==> src/rtl/lsu_pkg.sv <==
// lsu_pkg: shared definitions for the load/store unit.
//   - RV32I funct3 width/sign codes for loads and stores
//   - FSM state encoding for lsu_unit
package lsu_pkg;

    localparam logic [2:0] F3_B  = 3'b000;
    localparam logic [2:0] F3_H  = 3'b001;
    localparam logic [2:0] F3_W  = 3'b010;
    localparam logic [2:0] F3_BU = 3'b100;
    localparam logic [2:0] F3_HU = 3'b101;

    typedef enum logic [1:0] {
        IDLE      = 2'd0,
        LOAD_WAIT = 2'd1,
        RESP      = 2'd2
    } lsu_state_t;

endpackage

==> src/rtl/lsu_load_align.sv <==
// lsu_load_align: picks the addressed byte/halfword lane out of a read word
// and sign- or zero-extends it to XLEN.
//   rdata_i  : word returned by data_mem
//   offset_i : byte offset of the access within the word (addr[1:0])
//   funct3_i : load width/sign code (LB/LH/LW/LBU/LHU)
//   result_o : extended load result
module lsu_load_align
    import lsu_pkg::*;
#(
    parameter int XLEN = 32
) (
    input  logic [XLEN-1:0] rdata_i,
    input  logic [1:0]      offset_i,
    input  logic [2:0]      funct3_i,
    output logic [XLEN-1:0] result_o
);

    logic        [7:0]  byte_lane;
    logic        [15:0] half_lane;
    logic signed [7:0]  byte_s;
    logic signed [15:0] half_s;

    assign byte_lane = rdata_i[{offset_i, 3'b000} +: 8];
    assign half_lane = offset_i[1] ? rdata_i[31:16] : rdata_i[15:0];
    assign byte_s    = byte_lane;
    assign half_s    = half_lane;

    // funct3[2] selects zero extension (LBU/LHU), otherwise sign extension.
    always_comb begin
        result_o = rdata_i;
        case (funct3_i[1:0])
            2'b00:   result_o = funct3_i[2] ? {{(XLEN-8){1'b0}}, byte_lane}
                                            : XLEN'(byte_s);
            2'b01:   result_o = funct3_i[2] ? {{(XLEN-16){1'b0}}, half_lane}
                                            : XLEN'(half_s);
            default: result_o = rdata_i;
        endcase
    end

endmodule

==> src/rtl/lsu_unit.sv <==
// lsu_unit: load/store unit between execute/writeback and data_mem.
//   req_*   : one request per valid/ready handshake (loads and stores)
//   flush   : squashes a pending load and blocks acceptance this cycle
//   dmem_*  : combinational data_mem strobes, active only in the accept cycle
//   rsp_*   : registered load result, rsp_valid pulses two cycles after accept
//   exc_*   : one-cycle pulse for a misaligned or illegal request
module lsu_unit
    import lsu_pkg::*;
#(
    parameter int XLEN = 32,
    parameter int RD_W = 5
) (
    input  logic            clk,
    input  logic            rst,
    input  logic            flush,
    input  logic            req_valid,
    output logic            req_ready,
    input  logic            req_is_store,
    input  logic [2:0]      req_funct3,
    input  logic [XLEN-1:0] req_addr,
    input  logic [XLEN-1:0] req_wdata,
    input  logic [RD_W-1:0] req_rd,
    output logic            dmem_re,
    output logic [XLEN-1:0] dmem_raddr,
    output logic            dmem_we,
    output logic [XLEN-1:0] dmem_waddr,
    output logic [XLEN-1:0] dmem_wdata,
    output logic [3:0]      dmem_wstrb,
    input  logic [XLEN-1:0] dmem_rdata,
    output logic            rsp_valid,
    output logic [RD_W-1:0] rsp_rd,
    output logic [XLEN-1:0] rsp_data,
    output logic            exc_valid,
    output logic [XLEN-1:0] exc_addr,
    output logic            exc_is_store
);

    lsu_state_t      state_q, state_d;
    logic [1:0]      off_q;
    logic [2:0]      f3_q;
    logic [RD_W-1:0] rd_q;
    logic [XLEN-1:0] rsp_data_q;
    logic [RD_W-1:0] rsp_rd_q;
    logic            exc_valid_q;
    logic [XLEN-1:0] exc_addr_q;
    logic            exc_is_store_q;

    logic            accept;
    logic            legal;
    logic [XLEN-1:0] load_result;

    // Width/sign code legality combined with natural alignment.
    function automatic logic access_legal(input logic       is_store,
                                          input logic [2:0] f3,
                                          input logic [1:0] off);
        logic ok;
        case (f3)
            F3_B:    ok = 1'b1;
            F3_H:    ok = ~off[0];
            F3_W:    ok = (off == 2'b00);
            F3_BU:   ok = ~is_store;
            F3_HU:   ok = ~is_store & ~off[0];
            default: ok = 1'b0;
        endcase
        return ok;
    endfunction

    assign req_ready = (state_q == IDLE) && !flush;
    // rst gating keeps data_mem quiet while reset is held.
    assign accept    = req_valid && req_ready && !rst;
    assign legal     = access_legal(req_is_store, req_funct3, req_addr[1:0]);

    assign dmem_raddr = {req_addr[XLEN-1:2], 2'b00};
    assign dmem_waddr = {req_addr[XLEN-1:2], 2'b00};

    // Store data is replicated across lanes; the strobes pick the live bytes.
    always_comb begin
        dmem_re    = 1'b0;
        dmem_we    = 1'b0;
        dmem_wstrb = 4'b0000;
        case (req_funct3[1:0])
            2'b00:   dmem_wdata = {4{req_wdata[7:0]}};
            2'b01:   dmem_wdata = {2{req_wdata[15:0]}};
            default: dmem_wdata = req_wdata;
        endcase
        if (accept && legal) begin
            if (req_is_store) begin
                dmem_we = 1'b1;
                case (req_funct3[1:0])
                    2'b00:   dmem_wstrb = 4'b0001 << req_addr[1:0];
                    2'b01:   dmem_wstrb = req_addr[1] ? 4'b1100 : 4'b0011;
                    default: dmem_wstrb = 4'b1111;
                endcase
            end else begin
                dmem_re = 1'b1;
            end
        end
    end

    always_comb begin
        state_d = state_q;
        case (state_q)
            IDLE:      if (accept && legal && !req_is_store) state_d = LOAD_WAIT;
            LOAD_WAIT: state_d = flush ? IDLE : RESP;
            RESP:      state_d = IDLE;
            default:   state_d = IDLE;
        endcase
    end

    lsu_load_align #(.XLEN(XLEN)) u_align (
        .rdata_i  (dmem_rdata),
        .offset_i (off_q),
        .funct3_i (f3_q),
        .result_o (load_result)
    );

    always_ff @(posedge clk or posedge rst) begin
        if (rst) begin
            state_q        <= IDLE;
            off_q          <= '0;
            f3_q           <= '0;
            rd_q           <= '0;
            rsp_data_q     <= '0;
            rsp_rd_q       <= '0;
            exc_valid_q    <= 1'b0;
            exc_addr_q     <= '0;
            exc_is_store_q <= 1'b0;
        end else begin
            state_q     <= state_d;
            exc_valid_q <= accept && !legal;
            if (accept) begin
                off_q <= req_addr[1:0];
                f3_q  <= req_funct3;
                rd_q  <= req_rd;
            end
            if (accept && !legal) begin
                exc_addr_q     <= req_addr;
                exc_is_store_q <= req_is_store;
            end
            // A flushed load leaves the previous result untouched.
            if (state_q == LOAD_WAIT && !flush) begin
                rsp_data_q <= load_result;
                rsp_rd_q   <= rd_q;
            end
        end
    end

    assign rsp_valid    = (state_q == RESP) && !flush;
    assign rsp_data     = rsp_data_q;
    assign rsp_rd       = rsp_rd_q;
    assign exc_valid    = exc_valid_q;
    assign exc_addr     = exc_addr_q;
    assign exc_is_store = exc_is_store_q;

endmodule
==> config.mk <==
export PLATFORM = sky130hd
export DESIGN_NAME = lsu_unit
export DESIGN_NICKNAME = d
export VERILOG_FILES = /design/src/rtl/lsu_pkg.sv /design/src/rtl/lsu_load_align.sv /design/src/rtl/lsu_unit.sv
export SDC_FILE = /design/constraint.sdc
export NUM_CORES = 1
export LEC_CHECK = 0
export BUFFER_PORTS_ARGS = -buffer_cell sky130_fd_sc_hd__buf_2
export CAP_MARGIN = 20
export CORE_UTILIZATION = 33
export CTS_CLUSTER_SIZE = 28
export DETAILED_ROUTE_END_ITERATION = 12
export PLACE_DENSITY_LB_ADDON = 0.05
export SLEW_MARGIN = 25
export SYNTH_ARGS = -nofsm -noshare
export SYNTH_HDL_FRONTEND = slang
export SYNTH_HIERARCHICAL = 1
export SYNTH_SLANG_ARGS = --single-unit
export TNS_END_PERCENT = 100
==> constraint.sdc <==
create_clock -name clk -period 7.38 [get_ports clk]
set_input_delay 0.738 -clock clk [delete_from_list [all_inputs] [get_ports clk]]
set_output_delay 0.738 -clock clk [all_outputs]
set_load 0.005 [all_outputs]
# After elaboration in Yosys (flattened, before gate mapping)
# Cells that the tools add are included.
[classes]
shifts = 2
eq_ne = 9
muxes = 17
bitwise = 3
reduce_logical = 17
[ops]
columns = ["op", "count"]
rows = [
  ["case mux 32 bit (2 select lines)", 2],
  ["2-to-1 mux 32 bit", 2],
  ["variable part select 32 x 6 -> 8 bit", 1],
  ["2-to-1 mux 16 bit", 1],
  ["2-to-1 mux 4 bit", 3],
  ["logical AND 1 bit", 8],
  ["zero test 2 bit", 4],
  ["case mux 4 bit (2 select lines)", 1],
  ["equality test 2 x 1 -> 1 bit, second input constant", 3],
  ["equality test 3 bit, second input constant", 2],
  ["case mux 1 bit (5 select lines)", 1],
  ["zero test 1 bit", 4],
  ["2-to-1 mux 1 bit", 4],
  ["2-to-1 mux 2 bit", 2],
  ["case mux 2 bit (2 select lines)", 1],
  ["left shift 1 x 2 -> 4 bit, first input constant", 1],
  ["equality test 3 x 1 -> 1 bit, second input constant", 1],
  ["equality test 3 x 2 -> 1 bit, second input constant", 1],
  ["zero test 3 bit", 1],
  ["equality test 2 bit, second input constant", 1],
  ["inequality test 2 x 1 -> 1 bit, second input constant", 1],
  ["NOT 1 bit", 2],
  ["AND 1 bit", 1],
]
[totals]
regBits = 83
out_inout_bits = 175
word_cells = 57
in_bits = 109

# Longest topological paths before layout
[logic_depth]
ltp_word = 8
mapped_depth = 7

# Hierarchy
# Netlist, hierarchy kept.
[by_module_without_submodules]
columns = ["module", "cells_each", "seq_area_each_um2", "area_each_um2", "n_inst"]
rows = [
  ["lsu_unit", 338, 2077.0, 4257.8, 1],
  ["lsu_load_align", 122, 0.0, 694.4, 1],
]

# Worst setup path before layout
# OpenSTA, ideal clock, no wires.
[synth_path]
path_type = "in2out"
startpoint = "input rst"
endpoint = "output dmem_wstrb[0]"
cell_stages = 5
arrival_time_ns = 3.433
path_slack_ns = 3.209
path_cell_list = "inv_1 -> and3_1 -> buf_2 -> nand3_1 -> a21oi_1"
[synth_via]
elab_chain_len = 4
[synth_lines]
columns = ["item", "line_no", "text"]
rows = [
  ["start: declaration", "lsu_unit.sv:14", "input logic rst,"],
  ["zero test 1 bit (no line)", "-", ""],
  ["logical AND 1 bit", "lsu_unit.sv:70", "assign accept = req_valid && req_ready && !rst;"],
  ["logical AND 1 bit", "lsu_unit.sv:86", "if (accept && legal) begin"],
  ["2-to-1 mux 4 bit", "lsu_unit.sv:86", ""],
  ["end: declaration", "lsu_unit.sv:28", "output logic [3:0] dmem_wstrb,"],
]
# No other way between the ends.

# Worst setup path after layout
[layout_path]
startpoint = "input rst"
endpoint = "output dmem_wstrb[1]"
# The elaborated chain is that of the path after synthesis.

==> results by group <==
Status
  • Status: complete, no violations

Cells and area
  • Syn-to-layout area delta: 24.7%
  • Nets@finish: 769
  • Share of cells above drive strength 1: 58.8%
  • Design area: 6180 sq um
  • Diodes inserted: 0
  • Filler cell count: 1478

Power and ir drop
  • Net switching power: 0.000443 W
  • Clock power frac: 28.7%
  • Seq pwr share: 41.6%
  • Pwr dens: 240 nW/um^2
  • Gate power share: 29.7%
  • Total power: 0.00148 W
  • Int Pwr: 0.00104 W
  • Worst vdd ir: 0.000114 V
  • Leakage: 3.41 nW
  • Sw Share: 29.9%

CTS
  • CTS Buffer Depth: 2
  • Clock buffers created by TritonCTS: 9
  • Clock sink total: 83
  • Clock input transition at the sequential cells of the worst setup and hold paths: 0.07 ns
  • Hold-fix buffers, CTS: 0
  • Post-CTS setup buffer count: 0
  • Post-cts resize count: 0
  • CTS tree: built
  • CTS Root Buffer Type: clkbuf_16
  • Clk Latency, worst-skew pair: 0.34 ns
  • H-tree depth: 3

Yosys
  • Synth Flop Type: dfrtp_1
  • Synth Warn #: 6
  • Flops & latches, synth: 83
  • Cells after synthesis: 460
  • Synthesized cell area: 4950 sq um
  • Commonest cells post-synth: nand2_1, dfrtp_1, buf_4
  • Async S/R FF share, synth: 100%
  • Synth top area cells: dfrtp_1, mux2_2, buf_4
  • Synth top area share: 41.9%
  • Register area share after synthesis: 41.9%
  • Synth cell types: 39
  • Most common cell in the netlist: nand2_1
  • Area leader, netlist: dfrtp_1
  • Mapped Avg Cell Area: 10.8 sq um
  • EDFF count, synth: 0

Job
  • Max-cap violation count: 0

Detailed routing
  • Routed Antenna Nets: 0
  • Top Layer Used: met4
  • DRT Pass-1 Iters: 4
  • Detailed-route DRC error count: 0
  • Met3 WL: 898 um
  • 1st-iter DRT viols: 201
  • M1 WL: 5.68 mm
  • WL final: 12.5 mm
  • DR WL met2: 5.83 mm
  • Vias: 3960
  • Drt wl/cell: 14.8 um
  • Vias per cell: 4.66

Place
  • DP Area: 5900 sq um
  • Dpl ws: 4.12 ns
  • Port Buf Inserts: 279
  • Routability cong.: 0.782
  • Hpwl dp: 9.33 mm

Timing
  • Fin. max-slew vios: 0
  • Setup TNS: 0 ns
  • Worst-margin pin slew: 0.784 ns
  • RSZ-0062 raised after global routing: false
  • Final worst slack: 4.18 ns
  • Min Hold Slack: 0.452 ns
  • Skew final: 0.0112 ns
  • Clock period minus worst slack: 3.20 ns
  • Max-slew headroom: 47.6%
  • Final hold vios: 0
  • FMAX: 313 MHz
  • Setup violations, final: 0
  • Tcrit/Tclk final: 43.3%

GRT
  • Largest net degree at the start of global routing: 49
  • Vias in the first global route: 3737
  • Gr ovfl total: 0
  • First-pass GRT wire length: 19.8 mm
  • Gr usage total: 16.1%
  • Antenna violations before repair: 0

Floorplan
  • Total die area: 15500 sq um
  • Initial core utilization: 33.9%
  • Row cnt: 44
  • Die X: 125 um
  • Core region area: 14600 sq um
  • I/O pins: 284
  • Chip Height: 125 um

Critical path
  • CP Max Fanout: 38
  • Worst EP required: 6.64 ns
  • CP startpoint kind: input port
  • Endpoint class of the critical path: output pin
  • Critical Path AT: 2.46 ns
  • WS Path Type: input port to output pin

Hold path
  • Hold Crit Class: input port to async pin
metrics by stage:
step | util [%] | cells
after detailed placement | 40.4 | 833
after CTS | 42.3 | 849
final | 42.3 | 849
after global placement | 40.4 | 833
after global routing | 42.3 | 849
after floorplan | - | 463
worst max-delay path: stages:
cell and delay [ns]:
buf_2 0.10, clkinv_2 0.42, and3_1 0.57, nand3_1 0.28
a21oi_1 0.20, buf_2 0.14
final timing paths:
check | depth (start not counted) | slack, ns | start | to
max | 6 | 4.18 | rst | dmem_wstrb[1]
min | 2 | 0.45 | rst | exc_addr[28]
max reg2reg | 5 | 5.17 | off_q[1] | rsp_data[7]
min reg2reg | 2 | 0.47 | rd_q[4] | rd_q[4]
max in group asynchronous | 3 | 5.85 | rst | rsp_data[7]
min in group clk | 2 | 0.47 | rd_q[4] | rd_q[4]
cell usage in the layout (no fill, tap or decap), types with 5 or more instances in the layout:
cell,count
nor2_1,6
mux2_4,30
a22oi_1,5
a21oi_1,9
clkbuf_16,9
mux2i_1,10
nand2b_1,8
a221o_1,8
nor2b_1,6
buf_2,279
mux2_2,55
o21ai_0,11
dfrtp_1,83
nand2_1,92
state kept, by name, indices dropped and copies added, names as in the netlist:
signal        flops
exc_addr         32
exc_is_store      1
exc_valid         1
f3_q              3
off_q             2
rd_q              5
rsp_data         32
rsp_rd            5
state_q           2
logic make-up after synthesis:
family / Yosys count / synth area share (%)
compound gates: 54 / 7.68
buf+inv: 102 / 15.1
flops: 83 / 41.9
mux: 95 / 23.6
other cells: 1 / 0.0757
simple gates: 125 / 11.6
final cells by class:
class                           count  area, sq um  area share (%)
Clock buffer                       12          246            3.99
Timing Repair Buffer              282         1420            23.0
Tap cell                          184          230            3.73
Sequential cell                    83         2080            33.6
Multi-Input combinational cell    278         2150            34.7
Inverter                            6         26.3           0.425
Clock inverter                      4         32.5           0.527
power by group through the flow:
stage	sequential, W	combinational [W]	clock (W)
after floorplan	0.000619	0.000275	0
after global placement	0.000623	0.000446	0
after detailed placement	0.000623	0.000449	0
after CTS	0.000617	0.000450	0.000441
after global routing	0.000631	0.000488	0.000462
final	0.000616	0.000440	0.000425
per-layer routing:
metal / global-route usage (%) / up-vias
met5: 0 / -
met4: 5.32 / 0
met3: 3.91 / 11
met2: 25.2 / 158
met1: 21.7 / 1894
li1: - / 1897
(Power assumes the default switching activity.)
